File: src/rtl/psram_byte_port.sv
// Byte-wide request adapter in front of the HS PSRAM IP (BL16, 4 x 64-bit beats).
// It issues one IP command per request, keeps commands TCMD apart and reports read bytes with their latency.
module psram_byte_port #(
    parameter int ADDR_WIDTH  = 21,
    parameter int TCMD        = 14,
    parameter int BURST_BEATS = 4,
    parameter int RD_TIMEOUT  = 63
) (
    input  logic                  clk,
    input  logic                  sys_resetn,
    input  logic                  calib,
    input  logic                  req_valid,
    output logic                  req_ready,
    input  logic                  req_write,
    input  logic [ADDR_WIDTH-1:0] req_addr,
    input  logic [2:0]            req_lane,
    input  logic [7:0]            req_wdata,
    output logic                  resp_valid,
    output logic [7:0]            resp_rdata,
    output logic                  resp_err,
    output logic [5:0]            resp_latency,
    output logic                  cmd,
    output logic                  cmd_en,
    output logic [ADDR_WIDTH-1:0] addr,
    output logic [63:0]           wr_data,
    output logic [7:0]            data_mask,
    input  logic [63:0]           rd_data,
    input  logic                  rd_data_valid
);

    localparam int BW = $clog2(BURST_BEATS + 1);

    typedef enum logic [1:0] {IDLE = 2'd0, WRITE = 2'd1, READ = 2'd2} state_e;

    state_e                state_q, state_d;
    logic [5:0]            cnt_q, cnt_d, cnt_inc;
    logic [BW-1:0]         beat_q, beat_d;
    logic                  done_q, done_d;
    logic [2:0]            lane_q, lane_d;
    logic                  req_ready_q, req_ready_d;
    logic                  resp_valid_q, resp_valid_d;
    logic [7:0]            resp_rdata_q, resp_rdata_d;
    logic                  resp_err_q, resp_err_d;
    logic [5:0]            resp_latency_q, resp_latency_d;
    logic                  cmd_q, cmd_d;
    logic                  cmd_en_q, cmd_en_d;
    logic [ADDR_WIDTH-1:0] addr_q, addr_d;
    logic [63:0]           wr_data_q, wr_data_d;
    logic [7:0]            data_mask_q, data_mask_d;
    logic                  accept, last_beat, timeout;

    assign accept    = req_valid && req_ready_q;
    assign cnt_inc   = (cnt_q == 6'd63) ? cnt_q : cnt_q + 6'd1;
    // done_q marks a finished burst that is only waiting out the command spacing.
    assign last_beat = (state_q == READ) && !done_q && rd_data_valid
                       && (beat_q == BW'(BURST_BEATS - 1));
    assign timeout   = (state_q == READ) && !done_q && !last_beat
                       && (cnt_q >= 6'(RD_TIMEOUT - 1));

    always_ff @(posedge clk) begin
        if (!sys_resetn) begin
            state_q        <= IDLE;
            cnt_q          <= '0;
            beat_q         <= '0;
            done_q         <= 1'b0;
            lane_q         <= '0;
            req_ready_q    <= 1'b0;
            resp_valid_q   <= 1'b0;
            resp_rdata_q   <= '0;
            resp_err_q     <= 1'b0;
            resp_latency_q <= '0;
            cmd_q          <= 1'b0;
            cmd_en_q       <= 1'b0;
            addr_q         <= '0;
            wr_data_q      <= '0;
            data_mask_q    <= 8'hff;
        end else begin
            state_q        <= state_d;
            cnt_q          <= cnt_d;
            beat_q         <= beat_d;
            done_q         <= done_d;
            lane_q         <= lane_d;
            req_ready_q    <= req_ready_d;
            resp_valid_q   <= resp_valid_d;
            resp_rdata_q   <= resp_rdata_d;
            resp_err_q     <= resp_err_d;
            resp_latency_q <= resp_latency_d;
            cmd_q          <= cmd_d;
            cmd_en_q       <= cmd_en_d;
            addr_q         <= addr_d;
            wr_data_q      <= wr_data_d;
            data_mask_q    <= data_mask_d;
        end
    end

    always_comb begin
        state_d = state_q;
        case (state_q)
            IDLE:    if (accept) state_d = req_write ? WRITE : READ;
            WRITE:   if (cnt_q >= 6'(TCMD - 1)) state_d = IDLE;
            READ:    if (timeout || ((done_q || last_beat) && cnt_q >= 6'(TCMD - 1))) state_d = IDLE;
            default: state_d = IDLE;
        endcase
    end

    always_comb begin
        cnt_d          = cnt_inc;
        beat_d         = beat_q;
        done_d         = done_q;
        lane_d         = lane_q;
        req_ready_d    = calib && (state_d == IDLE);
        resp_valid_d   = 1'b0;
        resp_rdata_d   = resp_rdata_q;
        resp_err_d     = resp_err_q;
        resp_latency_d = resp_latency_q;
        cmd_d          = cmd_q;
        cmd_en_d       = 1'b0;
        addr_d         = addr_q;
        wr_data_d      = wr_data_q;
        data_mask_d    = data_mask_q;
        case (state_q)
            IDLE: begin
                cnt_d = cnt_q;
                if (accept) begin
                    cmd_en_d = 1'b1;
                    cmd_d    = req_write;
                    addr_d   = req_addr;
                    cnt_d    = 6'd1;
                    lane_d   = req_lane;
                    beat_d   = '0;
                    done_d   = 1'b0;
                    if (req_write) begin
                        wr_data_d   = 64'(req_wdata) << {req_lane, 3'b000};
                        data_mask_d = ~(8'h01 << req_lane);
                    end else begin
                        data_mask_d = 8'h00;
                    end
                end
            end
            WRITE: data_mask_d = 8'hff;
            READ: begin
                if (rd_data_valid && !done_q) begin
                    beat_d = beat_q + BW'(1);
                    if (beat_q == '0) resp_rdata_d = rd_data[{lane_q, 3'b000} +: 8];
                end
                if (last_beat) begin
                    resp_valid_d   = 1'b1;
                    resp_err_d     = 1'b0;
                    resp_latency_d = cnt_q;
                    done_d         = 1'b1;
                end else if (timeout) begin
                    resp_valid_d   = 1'b1;
                    resp_err_d     = 1'b1;
                    resp_latency_d = 6'(RD_TIMEOUT);
                end
            end
            default: ;
        endcase
    end

    assign req_ready    = req_ready_q;
    assign resp_valid   = resp_valid_q;
    assign resp_rdata   = resp_rdata_q;
    assign resp_err     = resp_err_q;
    assign resp_latency = resp_latency_q;
    assign cmd          = cmd_q;
    assign cmd_en       = cmd_en_q;
    assign addr         = addr_q;
    assign wr_data      = wr_data_q;
    assign data_mask    = data_mask_q;

endmodule
File: config.mk
export PLATFORM = sky130hd
export DESIGN_NAME = psram_byte_port
export DESIGN_NICKNAME = d
export VERILOG_FILES = /design/src/rtl/psram_byte_port.sv
export SDC_FILE = /design/constraint.sdc
export NUM_CORES = 1
export LEC_CHECK = 0
export BUFFER_PORTS_ARGS = -buffer_cell sky130_fd_sc_hd__buf_2
export CAP_MARGIN = 40
export CORE_MARGIN = 3
export CORE_UTILIZATION = 45
export DETAILED_ROUTE_END_ITERATION = 10
export PLACE_DENSITY_LB_ADDON = 0.3
export SETUP_SLACK_MARGIN = 0.4
export SYNTH_ARGS = -nofsm -noshare
export SYNTH_HDL_FRONTEND = slang
export SYNTH_SLANG_ARGS = --single-unit
File: constraint.sdc
create_clock -name clk -period 1.8 [get_ports clk]
set_clock_uncertainty 0.05 [all_clocks]
set_input_delay 0.36 -clock clk [delete_from_list [all_inputs] [get_ports clk]]
set_output_delay 0.36 -clock clk [all_outputs]
set_load 0.03 [all_outputs]
; Word level (Yosys, flattened, before mapping)
; Cells that the tools add are included.
[classes]
n_addsub = 2
reduce_logical = 29
bitwise_logic = 1
shifts = 3
eq_ne = 8
muxes = 24
magnitude_cmp = 2
[ops]
columns = operator, count
row1 = $shiftx A64 B7 Y8, 1
row2 = $shl A8 B6 Y64, 1
row3 = $mux W6, 5
row4 = $mux W8, 2
row5 = $pmux W8 S2, 1
row6 = $reduce_and A2 Y1, 6
row7 = $reduce_and A3 Y1, 4
row8 = $logic_and A1 B1 Y1, 9
row9 = $mux W2, 4
row10 = $not A8 Y8, 1
row11 = $shl A1 B3 Y8 const A, 1
row12 = $mux W1, 7
row13 = $add A6 B1 Y6 const B, 1
row14 = $eq A6 B6 Y1 const B, 1
row15 = $ge A6 B4 Y1 const B, 1
row16 = $ge A6 B6 Y1 const B, 1
row17 = $mux W3, 2
row18 = $pmux W2 S3, 1
row19 = $pmux W3 S2, 1
row20 = $reduce_bool A2 Y1, 3
row21 = $logic_not A2 Y1, 2
row22 = $ne A2 B1 Y1 const B, 2
row23 = $ne A2 B2 Y1 const B, 2
row24 = $add A3 B1 Y3 const B, 1
row25 = 7 further kinds, 9
[word_totals]
reg_bits = 127
in_bits = 102
out_inout_bits = 112

; Depth between registers and ports, before layout
[logic_depth]
word_depth = 12
depth_mapped = 7
depth_no_buf = 6

; Worst setup path after synthesis
; No wires, ideal clock.
[synth_path]
path_type = reg2reg
startpoint = register beat_q[0]
endpoint = register resp_latency_q[0], in the netlist resp_latency[0]
required_ns = 1.631
slack_ns = 0.284
setup_time_ns = 0.119
synth_period_minus_slack_ns = 1.516
path_stages_with_launch = 6
t_arrival_ns = 1.348
cell_sequence = dfxtp_1 > ha_1 > ha_1 > and2_1 > o21a_1 > o221a_2
[synth_via]
elab_chain_len = 7
[synth_rtl]
columns = element, line
row1 = "start, declared", 37  ; logic [BW-1:0] beat_q, beat_d;
row2 = "start signal, assigned", 80  ; beat_q <= beat_d;
row3 = $eq A3 B2 Y1 *, 56  ; && (beat_q == BW'(BURST_BEATS - 1));
row4 = $logic_and A1 B1 Y1 *, 56
row5 = $logic_not A1 Y1, 57  ; assign timeout = (state_q == READ) && !done_q && !last_beat
row6 = $logic_and A1 B1 Y1, 57
row7 = $logic_and A1 B1 Y1, 58  ; && (cnt_q >= 6'(RD_TIMEOUT - 1));
row8 = $reduce_bool A2 Y1 (no line), n/a
row9 = $reduce_and A2 Y1 (no line), n/a
row10 = "end signal, assigned", 87  ; resp_latency_q <= resp_latency_d;
row11 = "end, declared", 44  ; logic [5:0] resp_latency_q, resp_latency_d;
; Mark *: on every way between the ends. The rest lies on a longest branch, timed or not.
; A chain may end at the register's enable or synchronous reset.

; Worst setup path after layout
[layout_path]
startpoint = register state_q[1]
endpoint = register wr_data_q[30], in the netlist wr_data[30]
[layout_via]
elab_chain_len = 2
[layout_rtl]
columns = element, line
row1 = "start, declared", 35  ; state_e state_q, state_d;
row2 = "start signal, assigned", 78  ; state_q <= state_d;
row3 = $logic_not A2 Y1, 121  ; case (state_q)
row4 = $reduce_and A3 Y1 (no line), n/a
row5 = "end signal, assigned", 91  ; wr_data_q <= wr_data_d;
row6 = "end, declared", 48  ; logic [63:0] wr_data_q, wr_data_d;
; No other way between the ends.

==> impl_metrics.env <==
export IMPL_switching_share_pct=25.0
export IMPL_synthToLayoutAreaGrowth_pct=45.7
export IMPL_ctsLongestPathBuffers=2
export IMPL_die_y_um=115
export IMPL_synth_avg_cell_area_um2=8.73
export IMPL_clock_power_share_pct=44.9
export IMPL_antenna_found_initial=0
export IMPL_fillers=934
export IMPL_grt_pass1_vias=5173
export IMPL_clkSlewWorstSetupHoldPaths_ns=0.06
export IMPL_gp_congestion=0.956
export IMPL_pwr_share_comb_pct=11.3
export IMPL_grt_setup_unrepaired="yes"
export IMPL_dr_total_vias=5385
export IMPL_cts_sinks=127
export IMPL_synth_cell_types=49
export IMPL_p_per_area_nw_per_um2=854
export IMPL_worstPathCellList="and4bb_4, and2_4, clkbuf_16, nand3_1, a21oi_1"
export IMPL_die_area_um2=13200
export IMPL_synthArstFlopShare_pct=0
export IMPL_vias_per_cell=5.53
export IMPL_max_freq_mhz=643
export IMPL_drive_gt1_share_pct=44.8
export IMPL_grt_pass1_wl_mm=26.2
export IMPL_syn_nets=719
export IMPL_drv_slew=0
export IMPL_core_area_um2=11500
export IMPL_finalSetupViolations=0
export IMPL_clk_latency_ns=0.42
export IMPL_power_switching_uw=1660
export IMPL_synth_top_area_share_pct=47.7
export IMPL_ios=214
export IMPL_critPathTopFamily="simple AND/OR/NAND/NOR gates"
export IMPL_path_buf_inv=1
export IMPL_hp_start="calib"
export IMPL_crit_slowest_cell="dfxtp_4"
export IMPL_crit_start="state_q[1]"
export IMPL_drtPass1Iterations=4
export IMPL_nets=928
export IMPL_slew_limit_headroom_pct=59.3
export IMPL_slowest_delay_ns=0.36
export IMPL_period_share_pct=86.4
export IMPL_rows=39
export IMPL_synthCells=610
export IMPL_cts_buffers=17
export IMPL_drc_errors=0
export IMPL_overflow=0
export IMPL_ant_nets=0
export IMPL_cp_arrival_ns=1.85
export IMPL_grtUsageMet1_pct=32.4
export IMPL_cp_max_fo=16
export IMPL_synth_seq_area_share_pct=47.7
export IMPL_drv_cap=0
export IMPL_gr_usage_met3_pct=8.32
export IMPL_initial_utilization_pct=46.3
export IMPL_cp_required_ns=2.10
export IMPL_synth_area_leaders="dfxtp_1 48%, a21oi_1 9.9%, nand2_1 8.9%"
export IMPL_grt_usage_pct=25.4
export IMPL_busiest_layer="met2"
export IMPL_r2r_start="state_q[1]"
export IMPL_min_path_type="primary input to flip-flop"
export IMPL_port_buffers=213
export IMPL_drtIter0Drc=487
export IMPL_grt_start_max_net_pins=73
export IMPL_hold_slack_ns=0.122
export IMPL_met2_usage_pct=40.9
export IMPL_seqPwrFrac_pct=43.8
export IMPL_leakagePower_uw=0.00319
export IMPL_dp_hpwl_mm=11.7
export IMPL_diodes=0
export IMPL_cts_tree="built"
export IMPL_status="finished, final reports clean"
export IMPL_yosysTopAreaCell="dfxtp_1"
export IMPL_drt_wl_total_mm=17.7
export IMPL_fin_crit_ns=1.55
export IMPL_synth_seq_cells=127
export IMPL_post_drt_wl_per_cell_um=18.2
export IMPL_critPathCaptureType="flip-flop"
export IMPL_vdd_ir_drop_max_mv=0.648
export IMPL_synth_edf_count=0
export IMPL_path_class="flip-flop to flip-flop"
export IMPL_fp_dieW_um=115
export IMPL_synth_ff_type="dfxtp_1"
export IMPL_synth_cell_area_um2=5330
export IMPL_root_buffer="clkbuf_16"
export IMPL_hold_viol_final=0
export IMPL_tightest_slew_ns=0.608
export IMPL_yosys_warnings=0
export IMPL_htree_levels=4
export IMPL_tns_ns=0
export IMPL_internal_power_uw=4970
export IMPL_start_kind="flip-flop"
layout make-up:
type                            instances  area [µm²]  share of cell area [%]
Multi-Input combinational cell        422        2850                    36.7
Timing Repair Buffer                  243        1620                    20.9
Clock inverter                          7        40.0                   0.516
Sequential cell                       127        2570                    33.1
Inverter                                8        35.0                   0.451
Tap cell                              143         179                    2.30
Clock buffer                           23         468                    6.03
sequential cells by signal, summed over array words and instances (netlist names):
name	cells
addr	21
beat_q	3
cmd	1
cmd_en	1
cnt_q	6
data_mask	8
done_q	1
lane_q	3
req_ready	1
resp_err	1
resp_latency	6
resp_rdata	8
resp_valid	1
state_q	2
wr_data	64
logic make-up (layout without fill, tap and decap cells):
group	after synthesis	in the layout	synth area share, %
simple gates	247	247	21.5
compound gates	149	149	15.5
flops	127	127	47.7
buf+inv	61	281	6.08
mux	17	17	7.19
fa+ha+maj	7	7	1.64
xor+xnor	2	2	0.329
layout by cell type, fill, tap and decap left out, types with 8 or more instances in the layout:
| master | instances |
|---|---|
| o21ai_1 | 9 |
| nand3_1 | 65 |
| clkbuf_4 | 18 |
| buf_12 | 8 |
| dfxtp_1 | 115 |
| buf_4 | 35 |
| nand2_1 | 117 |
| o21ai_0 | 9 |
| clkbuf_16 | 20 |
| a21oi_1 | 89 |
| a21oi_2 | 16 |
| mux4_2 | 16 |
| buf_2 | 172 |
| nor2_1 | 20 |
worst min-delay path: stages:
cell and delay [ns]:
buf_2 0.10, nand2_1 0.05, nor3_1 0.04
synth_stat cells (2+ instances only):
cell type and count:
a211oi_1 2, a21oi_1 105, and2_1 6, buf_2 18, buf_6 9, clkbuf_1 23
dfxtp_1 127, ha_1 7, inv_1 7, mux4_1 3, mux4_2 13, nand2_1 126
nand3_1 66, nand4_1 2, nand4bb_1 2, nor2_1 23, nor2b_1 4, nor3_1 3
nor3b_2 3, o211ai_1 4, o21ai_0 9, o21ai_1 9, o221a_2 6, o22ai_1 8
through the flow:
stage	power, µW	std cells	util (%)	worst slack, ns	instance area (µm²)
floorplan	3320	610	-	0.359	5380
global placement	3550	928	56.5	0.235	6500
detailed placement	3570	928	56.5	0.166	6500
CTS	6560	965	63.5	0.297	7310
global route	6840	973	67.4	0.202	7760
finish	6630	973	67.4	0.246	7760
routing by layer:
metal / wire length, µm / part of all wire [%]
met5: 0 / 0
met4: 326 / 1.8
met3: 1320 / 7.5
met2: 8700 / 49
met1: 7380 / 42
power groups by stage:
| stage | registers [µW] | clock network (µW) | logic [µW] |
|---|---|---|---|
| 6_report | 2900 | 2980 | 747 |
| 5_1_grt | 2910 | 3140 | 800 |
| 4_1_cts | 2900 | 3000 | 661 |
| 3_5_place_dp | 2960 | 0 | 607 |
| 3_3_place_gp | 2960 | 0 | 590 |
| 2_1_floorplan | 3040 | 0 | 283 |
worst paths after layout:
kind | to | slack (ns) | cells past startpoint
min reg2reg | wr_data[43] | 0.40 | 2
min | req_ready | 0.12 | 3
max reg2reg | wr_data[30] | 0.25 | 5
max | wr_data[30] | 0.25 | 5
what timing repair did:
item | 4_1_cts | 5_1_grt
hold buffers | 0 | 0
gates resized for setup | 50 | 109
setup buffers | 4 | 5
pin swaps | 9 | 23
endpoints found under the setup margin | 124 | 157
gates cloned | 3 | 3
No activity file was read; power rests on OpenSTA's default activity.
